## config.mk

```make
export PLATFORM = sky130hd
export DESIGN_NAME = cpu_mem_arbiter_flat
export DESIGN_NICKNAME = d
export VERILOG_FILES = /design/src/rtl/cpu_mem_arbiter_pkg.sv /design/src/rtl/cpu_mem_arbiter_if.sv /design/src/rtl/cpu_mem_arbiter_rr_arbiter2.sv /design/src/rtl/cpu_mem_arbiter.sv /design/src/flat_wrapper.sv
export SDC_FILE = /design/constraint.sdc
export NUM_CORES = 1
export LEC_CHECK = 0
export ABC_AREA = 1
export ABC_CLOCK_PERIOD_IN_PS = 1500
export CAP_MARGIN = 20
export CELL_PAD_IN_SITES_DETAIL_PLACEMENT = 1
export CELL_PAD_IN_SITES_GLOBAL_PLACEMENT = 1
export CORE_MARGIN = 1.5
export CORE_UTILIZATION = 26
export CTS_CLUSTER_SIZE = 30
export DETAILED_ROUTE_END_ITERATION = 8
export GPL_ROUTABILITY_DRIVEN = 0
export PLACE_DENSITY = 0.89
export SYNTH_ARGS = -nofsm -noshare
export SYNTH_HDL_FRONTEND = slang
export SYNTH_SLANG_ARGS = --single-unit
```

## constraint.sdc

```tcl
create_clock -name clk -period 1.5 [get_ports clk]
set_input_delay 0.15 -clock clk [delete_from_list [all_inputs] [get_ports clk]]
set_output_delay 0.15 -clock clk [all_outputs]
set_load 0.1 [all_outputs]
```

## src/rtl/cpu_mem_arbiter_pkg.sv

```systemverilog
// Shared types and constants for the CPU/host SRAM arbiter.
//   state_e      : arbiter FSM states (one-hot encodings)
//   req_id_e     : requester identifiers, also used as grant-vector indices
//   RESP_WR_DATA : response data returned for writes and dropped accesses
//   addr_in_range: true when a byte address falls inside the SRAM window
package cpu_mem_arbiter_pkg;

  typedef enum logic [2:0] {
    S_IDLE   = 3'b001,
    S_ACCESS = 3'b010,
    S_RESP   = 3'b100
  } state_e;

  typedef enum logic {
    REQ_CPU  = 1'b0,
    REQ_HOST = 1'b1
  } req_id_e;

  localparam logic [31:0] RESP_WR_DATA = 32'h0;

  // SRAM spans 4 << aw bytes; anything with upper address bits set is outside.
  function automatic logic addr_in_range(input logic [31:0] addr, input int unsigned aw);
    return (addr >> (aw + 2)) == 32'd0;
  endfunction

endpackage

```

## src/rtl/cpu_mem_arbiter_if.sv

```systemverilog
// Request/response channel between one requester (CPU or host bridge) and
// the SRAM arbiter.
//   req_valid/req_ready   : request handshake
//   req_wen               : 1 = write, 0 = read
//   req_addr              : byte address, bits [1:0] ignored
//   req_wdata/req_wstrb   : write data and byte strobes
//   resp_valid/resp_ready : response handshake
//   resp_rdata            : read data, 0 for writes
// master = requester side, slave = arbiter side.
interface cpu_mem_arbiter_if #(
  parameter int unsigned DATA_W = 32
) ();

  logic              req_valid;
  logic              req_ready;
  logic              req_wen;
  logic [31:0]       req_addr;
  logic [DATA_W-1:0] req_wdata;
  logic [3:0]        req_wstrb;
  logic              resp_valid;
  logic              resp_ready;
  logic [DATA_W-1:0] resp_rdata;

  modport master (
    output req_valid, req_wen, req_addr, req_wdata, req_wstrb, resp_ready,
    input  req_ready, resp_valid, resp_rdata
  );

  modport slave (
    input  req_valid, req_wen, req_addr, req_wdata, req_wstrb, resp_ready,
    output req_ready, resp_valid, resp_rdata
  );

endinterface

```

## src/rtl/cpu_mem_arbiter_rr_arbiter2.sv

```systemverilog
// Two-way request arbiter for the SRAM arbiter.
//   clk, resetn : clock, asynchronous active-low reset
//   req[1:0]    : request vector, index = req_id_e (0 CPU, 1 HOST)
//   en          : arbitration enabled (grant forced to 0 otherwise)
//   update      : a granted request was accepted this cycle
//   grant[1:0]  : one-hot grant
// Macro ARB_ROUND_ROBIN_EN: defined -> alternate on contention using the last
// grant (reset to HOST so the CPU wins first); undefined -> CPU fixed priority.
import cpu_mem_arbiter_pkg::*;

module rr_arbiter2 (
  input  logic       clk,
  input  logic       resetn,
  input  logic [1:0] req,
  input  logic       en,
  input  logic       update,
  output logic [1:0] grant
);

`ifdef ARB_ROUND_ROBIN_EN
  req_id_e r_last_grant;

  always_ff @(posedge clk or negedge resetn) begin
    if (!resetn) begin
      r_last_grant <= REQ_HOST;
    end else if (update) begin
      r_last_grant <= grant[REQ_HOST] ? REQ_HOST : REQ_CPU;
    end
  end

  always_comb begin
    grant = '0;
    if (en) begin
      if (req == 2'b11) begin
        grant = (r_last_grant == REQ_HOST) ? 2'b01 : 2'b10;
      end else begin
        grant = req;
      end
    end
  end
`else
  always_comb begin
    grant = '0;
    if (en) begin
      grant = req[REQ_CPU] ? 2'b01 : {req[REQ_HOST], 1'b0};
    end
  end

  // Fixed priority keeps no history.
  logic w_unused_rr;
  assign w_unused_rr = ^{clk, resetn, update};
`endif

endmodule

```

## src/rtl/cpu_mem_arbiter.sv

```systemverilog
// Shares one single-port, 1-cycle-read-latency SRAM between the CPU memory
// port and the host-load port; one transaction in flight, one response per
// accepted request, returned to the requester that issued it.
//   clk, resetn          : clock, asynchronous active-low reset
//   cpu  (slave modport) : CPU request/response channel
//   host (slave modport) : host request/response channel
//   mem_en/mem_wen       : SRAM enable and byte write enables
//   mem_addr/mem_wdata   : SRAM word address and write data
//   mem_rdata            : SRAM read data, valid one cycle after mem_en
// Macro ARB_ROUND_ROBIN_EN selects round-robin arbitration (see rr_arbiter2).
import cpu_mem_arbiter_pkg::*;

module cpu_mem_arbiter #(
  parameter int unsigned DATA_W = 32,
  parameter int unsigned MEM_AW = 12
) (
  input  logic              clk,
  input  logic              resetn,
  cpu_mem_arbiter_if.slave  cpu,
  cpu_mem_arbiter_if.slave  host,
  output logic              mem_en,
  output logic [3:0]        mem_wen,
  output logic [MEM_AW-1:0] mem_addr,
  output logic [DATA_W-1:0] mem_wdata,
  input  logic [DATA_W-1:0] mem_rdata
);

  state_e            r_state;
  state_e            w_state_nxt;
  req_id_e           r_owner;
  logic              r_wen;
  logic [31:0]       r_addr;
  logic [DATA_W-1:0] r_wdata;
  logic [3:0]        r_wstrb;
  logic              r_resp_valid;
  logic              r_first;
  logic              r_live;
  logic [DATA_W-1:0] r_rdata;

  logic [1:0]        w_grant;
  logic              w_arb_en;
  logic              w_hs;
  logic              w_in_range;
  logic              w_resp_hs;
  logic [DATA_W-1:0] w_resp_data;

  assign w_arb_en   = (r_state == S_IDLE);
  assign w_hs       = |w_grant;
  assign w_in_range = addr_in_range(r_addr, MEM_AW);
  assign w_resp_hs  = r_resp_valid &
                      ((r_owner == REQ_CPU) ? cpu.resp_ready : host.resp_ready);

  rr_arbiter2 u_arb (
    .clk    (clk),
    .resetn (resetn),
    .req    ({host.req_valid, cpu.req_valid}),
    .en     (w_arb_en),
    .update (w_hs),
    .grant  (w_grant)
  );

  // SRAM data only arrives in the first response cycle, so that cycle passes
  // it straight through; it is captured there and replayed from r_rdata for
  // the rest of the response, keeping the data stable under backpressure.
  assign w_resp_data = r_first ? (r_live ? mem_rdata : DATA_W'(RESP_WR_DATA)) : r_rdata;

  assign cpu.resp_valid  = r_resp_valid & (r_owner == REQ_CPU);
  assign host.resp_valid = r_resp_valid & (r_owner == REQ_HOST);
  assign cpu.resp_rdata  = (r_owner == REQ_CPU)  ? w_resp_data : '0;
  assign host.resp_rdata = (r_owner == REQ_HOST) ? w_resp_data : '0;

  always_ff @(posedge clk or negedge resetn) begin
    if (!resetn) begin
      r_state <= S_IDLE;
    end else begin
      r_state <= w_state_nxt;
    end
  end

  always_comb begin
    w_state_nxt    = r_state;
    cpu.req_ready  = 1'b0;
    host.req_ready = 1'b0;
    mem_en         = 1'b0;
    mem_wen        = '0;
    mem_addr       = '0;
    mem_wdata      = '0;
    case (r_state)
      S_IDLE: begin
        // Gated by resetn so ready is 0 for the whole reset pulse.
        cpu.req_ready  = w_grant[REQ_CPU] & resetn;
        host.req_ready = w_grant[REQ_HOST] & resetn;
        if (w_hs) begin
          w_state_nxt = S_ACCESS;
        end
      end
      S_ACCESS: begin
        if (w_in_range) begin
          mem_en    = 1'b1;
          mem_wen   = r_wen ? r_wstrb : 4'h0;
          mem_addr  = r_addr[MEM_AW+1:2];
          mem_wdata = r_wen ? r_wdata : '0;
        end
        w_state_nxt = S_RESP;
      end
      S_RESP: begin
        if (w_resp_hs) begin
          w_state_nxt = S_IDLE;
        end
      end
      default: begin
        w_state_nxt = S_IDLE;
      end
    endcase
  end

  always_ff @(posedge clk or negedge resetn) begin
    if (!resetn) begin
      r_owner      <= REQ_CPU;
      r_wen        <= 1'b0;
      r_addr       <= '0;
      r_wdata      <= '0;
      r_wstrb      <= '0;
      r_resp_valid <= 1'b0;
      r_first      <= 1'b0;
      r_live       <= 1'b0;
      r_rdata      <= '0;
    end else begin
      case (r_state)
        S_IDLE: begin
          if (w_hs) begin
            if (w_grant[REQ_HOST]) begin
              r_owner <= REQ_HOST;
              r_wen   <= host.req_wen;
              r_addr  <= host.req_addr;
              r_wdata <= host.req_wdata;
              r_wstrb <= host.req_wstrb;
            end else begin
              r_owner <= REQ_CPU;
              r_wen   <= cpu.req_wen;
              r_addr  <= cpu.req_addr;
              r_wdata <= cpu.req_wdata;
              r_wstrb <= cpu.req_wstrb;
            end
          end
        end
        S_ACCESS: begin
          r_resp_valid <= 1'b1;
          r_first      <= 1'b1;
          r_live       <= ~r_wen & w_in_range;
        end
        S_RESP: begin
          r_first <= 1'b0;
          if (w_resp_hs) begin
            r_resp_valid <= 1'b0;
            r_rdata      <= '0;
          end else if (r_first) begin
            r_rdata <= w_resp_data;
          end
        end
        default: begin
          r_resp_valid <= 1'b0;
        end
      endcase
    end
  end

endmodule

```

## src/flat_wrapper.sv

```systemverilog
// flat-port wrapper written by rule: the top's interface ports become plain ports
module cpu_mem_arbiter_flat 
#(
  parameter int unsigned DATA_W = 32,
  parameter int unsigned MEM_AW = 12
)
  (clk, resetn, mem_en, mem_wen, mem_addr, mem_wdata, mem_rdata, cpu_req_valid, cpu_req_wen, cpu_req_addr, cpu_req_wdata, cpu_req_wstrb, cpu_resp_ready, cpu_req_ready, cpu_resp_valid, cpu_resp_rdata, host_req_valid, host_req_wen, host_req_addr, host_req_wdata, host_req_wstrb, host_resp_ready, host_req_ready, host_resp_valid, host_resp_rdata);
  cpu_mem_arbiter_if #(.DATA_W(DATA_W)) cpu_i ();
  cpu_mem_arbiter_if #(.DATA_W(DATA_W)) host_i ();
  input  logic clk;
  input  logic resetn;
  output logic mem_en;
  output logic [3:0] mem_wen;
  output logic [MEM_AW-1:0] mem_addr;
  output logic [DATA_W-1:0] mem_wdata;
  input  logic [DATA_W-1:0] mem_rdata;
  input wire logic [$bits(cpu_i.req_valid)-1:0] cpu_req_valid;
  input wire logic [$bits(cpu_i.req_wen)-1:0] cpu_req_wen;
  input wire logic [$bits(cpu_i.req_addr)-1:0] cpu_req_addr;
  input wire logic [$bits(cpu_i.req_wdata)-1:0] cpu_req_wdata;
  input wire logic [$bits(cpu_i.req_wstrb)-1:0] cpu_req_wstrb;
  input wire logic [$bits(cpu_i.resp_ready)-1:0] cpu_resp_ready;
  output wire logic [$bits(cpu_i.req_ready)-1:0] cpu_req_ready;
  output wire logic [$bits(cpu_i.resp_valid)-1:0] cpu_resp_valid;
  output wire logic [$bits(cpu_i.resp_rdata)-1:0] cpu_resp_rdata;
  input wire logic [$bits(host_i.req_valid)-1:0] host_req_valid;
  input wire logic [$bits(host_i.req_wen)-1:0] host_req_wen;
  input wire logic [$bits(host_i.req_addr)-1:0] host_req_addr;
  input wire logic [$bits(host_i.req_wdata)-1:0] host_req_wdata;
  input wire logic [$bits(host_i.req_wstrb)-1:0] host_req_wstrb;
  input wire logic [$bits(host_i.resp_ready)-1:0] host_resp_ready;
  output wire logic [$bits(host_i.req_ready)-1:0] host_req_ready;
  output wire logic [$bits(host_i.resp_valid)-1:0] host_resp_valid;
  output wire logic [$bits(host_i.resp_rdata)-1:0] host_resp_rdata;
  assign cpu_i.req_valid = cpu_req_valid;
  assign cpu_i.req_wen = cpu_req_wen;
  assign cpu_i.req_addr = cpu_req_addr;
  assign cpu_i.req_wdata = cpu_req_wdata;
  assign cpu_i.req_wstrb = cpu_req_wstrb;
  assign cpu_i.resp_ready = cpu_resp_ready;
  assign cpu_req_ready = cpu_i.req_ready;
  assign cpu_resp_valid = cpu_i.resp_valid;
  assign cpu_resp_rdata = cpu_i.resp_rdata;
  assign host_i.req_valid = host_req_valid;
  assign host_i.req_wen = host_req_wen;
  assign host_i.req_addr = host_req_addr;
  assign host_i.req_wdata = host_req_wdata;
  assign host_i.req_wstrb = host_req_wstrb;
  assign host_i.resp_ready = host_resp_ready;
  assign host_req_ready = host_i.req_ready;
  assign host_resp_valid = host_i.resp_valid;
  assign host_resp_rdata = host_i.resp_rdata;
  cpu_mem_arbiter #(.DATA_W(DATA_W), .MEM_AW(MEM_AW)) u_core (.clk(clk), .resetn(resetn), .cpu(cpu_i), .host(host_i), .mem_en(mem_en), .mem_wen(mem_wen), .mem_addr(mem_addr), .mem_wdata(mem_wdata), .mem_rdata(mem_rdata));
endmodule
```

==> flow_metrics.py <==
metrics = {
    "outcome": {
        "status": "finished, violations left",
        "violations": "negative setup slack",
    },
    "timing": {
        "fin_worst_skew_ps": 13.2,
        "rsz0062_at_grt": "true",
        "hold_slack_ps": 388,
        "worst_slew_margin_rel_pct": 57.4,
        "slew_viol_final": 0,
        "fin_ws_ps": -628,
        "setup_violations": 219,
        "finalWorstPathRequiredPeriod_ps": 2130,
        "clock.fmax_ghz": 0.470,
        "period_share_pct": 142,
        "worst_pin_slew_ps": 639,
        "hold_viol": 0,
    },
    "clocking": {
        "clock_latency_ps": 360,
        "cts_tree": "done",
        "cts_root_buffer": "clkbuf_16",
        "cts_buffer_depth": 2,
        "htree_levels": 3,
        "cts-buffers-inserted": 9,
        "clk_pin_slew_ps": 80,
        "cts.sinks": 106,
    },
    "finish": {
        "nets": 1517,
        "multi_input_area_mm2": 0.00529,
        "utilization_pct": 63.3,
        "layout-drive-gt1-share_pct": 48.4,
        "nFillCells": 2478,
        "syn2layout_area_growth_pct": 138,
        "regArea_mm2": 0.00266,
    },
    "synthesis": {
        "ys_ff_latch": 106,
        "yosysWarnings": 0,
        "syn_nets": 1137,
        "syn_area_mm2": 0.00649,
        "synth.avg_cell_area_um2": 6.75,
        "synth_cells": 961,
        "seq_area_frac_synth_pct": 40.9,
        "synth_cell_types": 23,
    },
    "routing": {
        "drc_errors": 0,
        "viasPerCell": 5.05,
        "dr.pass1.iters": 5,
        "wire_per_inst_um": 23.8,
        "vias": 8437,
        "ant_nets": 0,
        "drt-initial-drc-count": 295,
        "drt-total-wl_um": 39800,
    },
    "power_and_ir_drop": {
        "combPwrFrac_pct": 70.5,
        "ir_drop_mv": 0.986,
        "sw_frac_of_total_pct": 49.0,
        "leakagePower_nw": 6.77,
        "p_per_area_mw_per_mm2": 1660,
        "p_int_mw": 13.1,
        "p_total_mw": 25.6,
        "pwr-share-seq_pct": 19.0,
        "power_frac_clock_pct": 10.5,
        "p_switching_mw": 12.6,
    },
    "critical_path": {
        "cp_max_fo": 24,
        "end_kind": "primary output",
        "reg2reg_from": "u_core.r_state[0]",
        "arrival_ps": 1980,
        "critical_path_class": "register to primary output",
        "startpoint_type": "register",
        "critPathRequiredTime_ps": 1350,
        "setup.worst_path.start": "u_core.r_addr[17]",
    },
    "job": {
        "cap_violations": 0,
    },
    "floorplan": {
        "die_x_um": 161,
        "dieHeight_um": 161,
        "coreArea_mm2": 0.0244,
        "start_util_pct": 26.6,
        "ios": 293,
        "rows": 57,
        "die-area_mm2": 0.0259,
    },
    "place": {
        "dpl.hpwl_um": 22000,
        "port_buffers": 288,
    },
    "grt": {
        "grt_pass1_wl_um": 54500,
        "grt_use_total_pct": 27.5,
        "grt.overflow.total": 0,
        "grt_antenna_before_repair": 5,
        "grt_max_degree": 107,
        "grt_pass1_vias": 9130,
    },
    "worst_hold_path": {
        "hp-start": "mem_rdata[2]",
        "worstHoldPathType": "input pin to register",
    },
}
[power groups by stage]
stage	Clock, mW	Sequential (mW)	Combinational (mW)
floorplan	0	4.33	7.92
global placement	0	4.50	11.7
detailed placement	0	4.61	12.1
CTS	2.75	4.65	16.2
global route	2.86	4.94	18.9
finish	2.70	4.86	18.1
[worst max-delay path: stages (launching register included)]
cell and delay, ps:
dfrtp_1 410, nor2_1 150, nand2_1 120, nor2_4 180, nand4_4 150, buf_12 230
nor2_4 160, buf_12 190
[metrics by stage]
stage          setup TNS (ps)  cells  area [um2]  setup slack [ps]
6_report               -80830   1672       15400              -628
4_1_cts                -78380   1640       14500              -594
3_5_place_dp           -16450   1569       12500              -220
3_3_place_gp            -9980   1569       12500              -183
5_1_grt                -94710   1671       15400              -691
2_1_floorplan          -20300    961        7750              -457
[repair_timing]
item,in CTS,in global routing
pin swaps,101,77
hold buffers,1,0
endpoints found under the setup margin,187,220
setup buffers,39,33
cloned,18,11
hold endpoints to repair,105,0
gates resized for setup,208,181
[routing by layer]
| metal | wire (um) | track usage, % | vias up |
|---|---|---|---|
| met2 | 21000 | 51.4 | 402 |
| met1 | 14300 | 29.9 | 4175 |
| met3 | 2700 | 6.53 | 112 |
| met4 | 1820 | 10.5 | 6 |
| li1 | - | - | 3742 |
| met5 | 36 | 0 | - |
[state kept, by name, summed over array words and instances, names as in the netlist, 3 cells and up]
name,flops
u_core.r_rdata,32
u_core.r_wdata,32
u_core.r_addr,30
u_core.r_wstrb,4
u_core.r_state,3
[placed cells by master, fill, tap and decap left out, types with 3 or more instances in the layout]
master / instances
nand3_4: 21
clkinv_2: 3
nand3b_1: 67
dfrtp_1: 101
clkdlybuf4s50_1: 170
o21ai_0: 3
nor2_4: 120
buf_16: 13
buf_6: 33
nand3_2: 43
nand2_4: 52
nand2_1: 184
buf_12: 153
inv_1: 122
buf_4: 48
nand3_1: 20
nor2_2: 3
o21ai_4: 21
clkbuf_16: 18
nand4_1: 20
nor2_1: 6
a22oi_2: 13
nand2_2: 82
buf_8: 7
[final timing paths]
kind	endpoint	slack (ps)	depth (start not counted)
worst min-delay path	u_core.r_rdata[2]	390	3
max in group asynchronous	u_core.r_wdata[10]	500	3
worst max register to register	u_core.r_addr[13]	-420	13
worst max-delay path	mem_wdata[28]	-630	7
worst min register to register	u_core.r_wdata[14]	500	2
min in group asynchronous	u_core.r_resp_valid	480	3
[cell usage after synthesis, drive strengths merged]
library cell    n  area [um2]
nor2          129         499
dfstp           1        26.3
nor3            1        10.0
nand3b         67         503
dfrtp         105        2630
clkbuf         30         113
or2             1        6.26
inv           128         480
clkinv          1        3.75
o21ai          26         138
a22oi          13        97.6
nand2         318        1200
nand3          84         420
buf            36         220
nand4          21         146
[layout make-up]
class                      instances  share of cell area (%)
timing repair buffer             435                    40.4
tap                              324                    2.63
clock inverter                     7                   0.641
multi-input combinational        660                    34.3
sequential                       106                    17.3
clock buffer                       9                    1.46
antenna                            2                  0.0324
inverter                         129                    3.33
[logic make-up after synthesis]
logic type      share of synthesized area (%)
simple gates                             42.9
buf+inv                                  12.6
flops                                    40.9
compound gates                           3.63
Note: power is estimated with default switching activity, not from simulation.
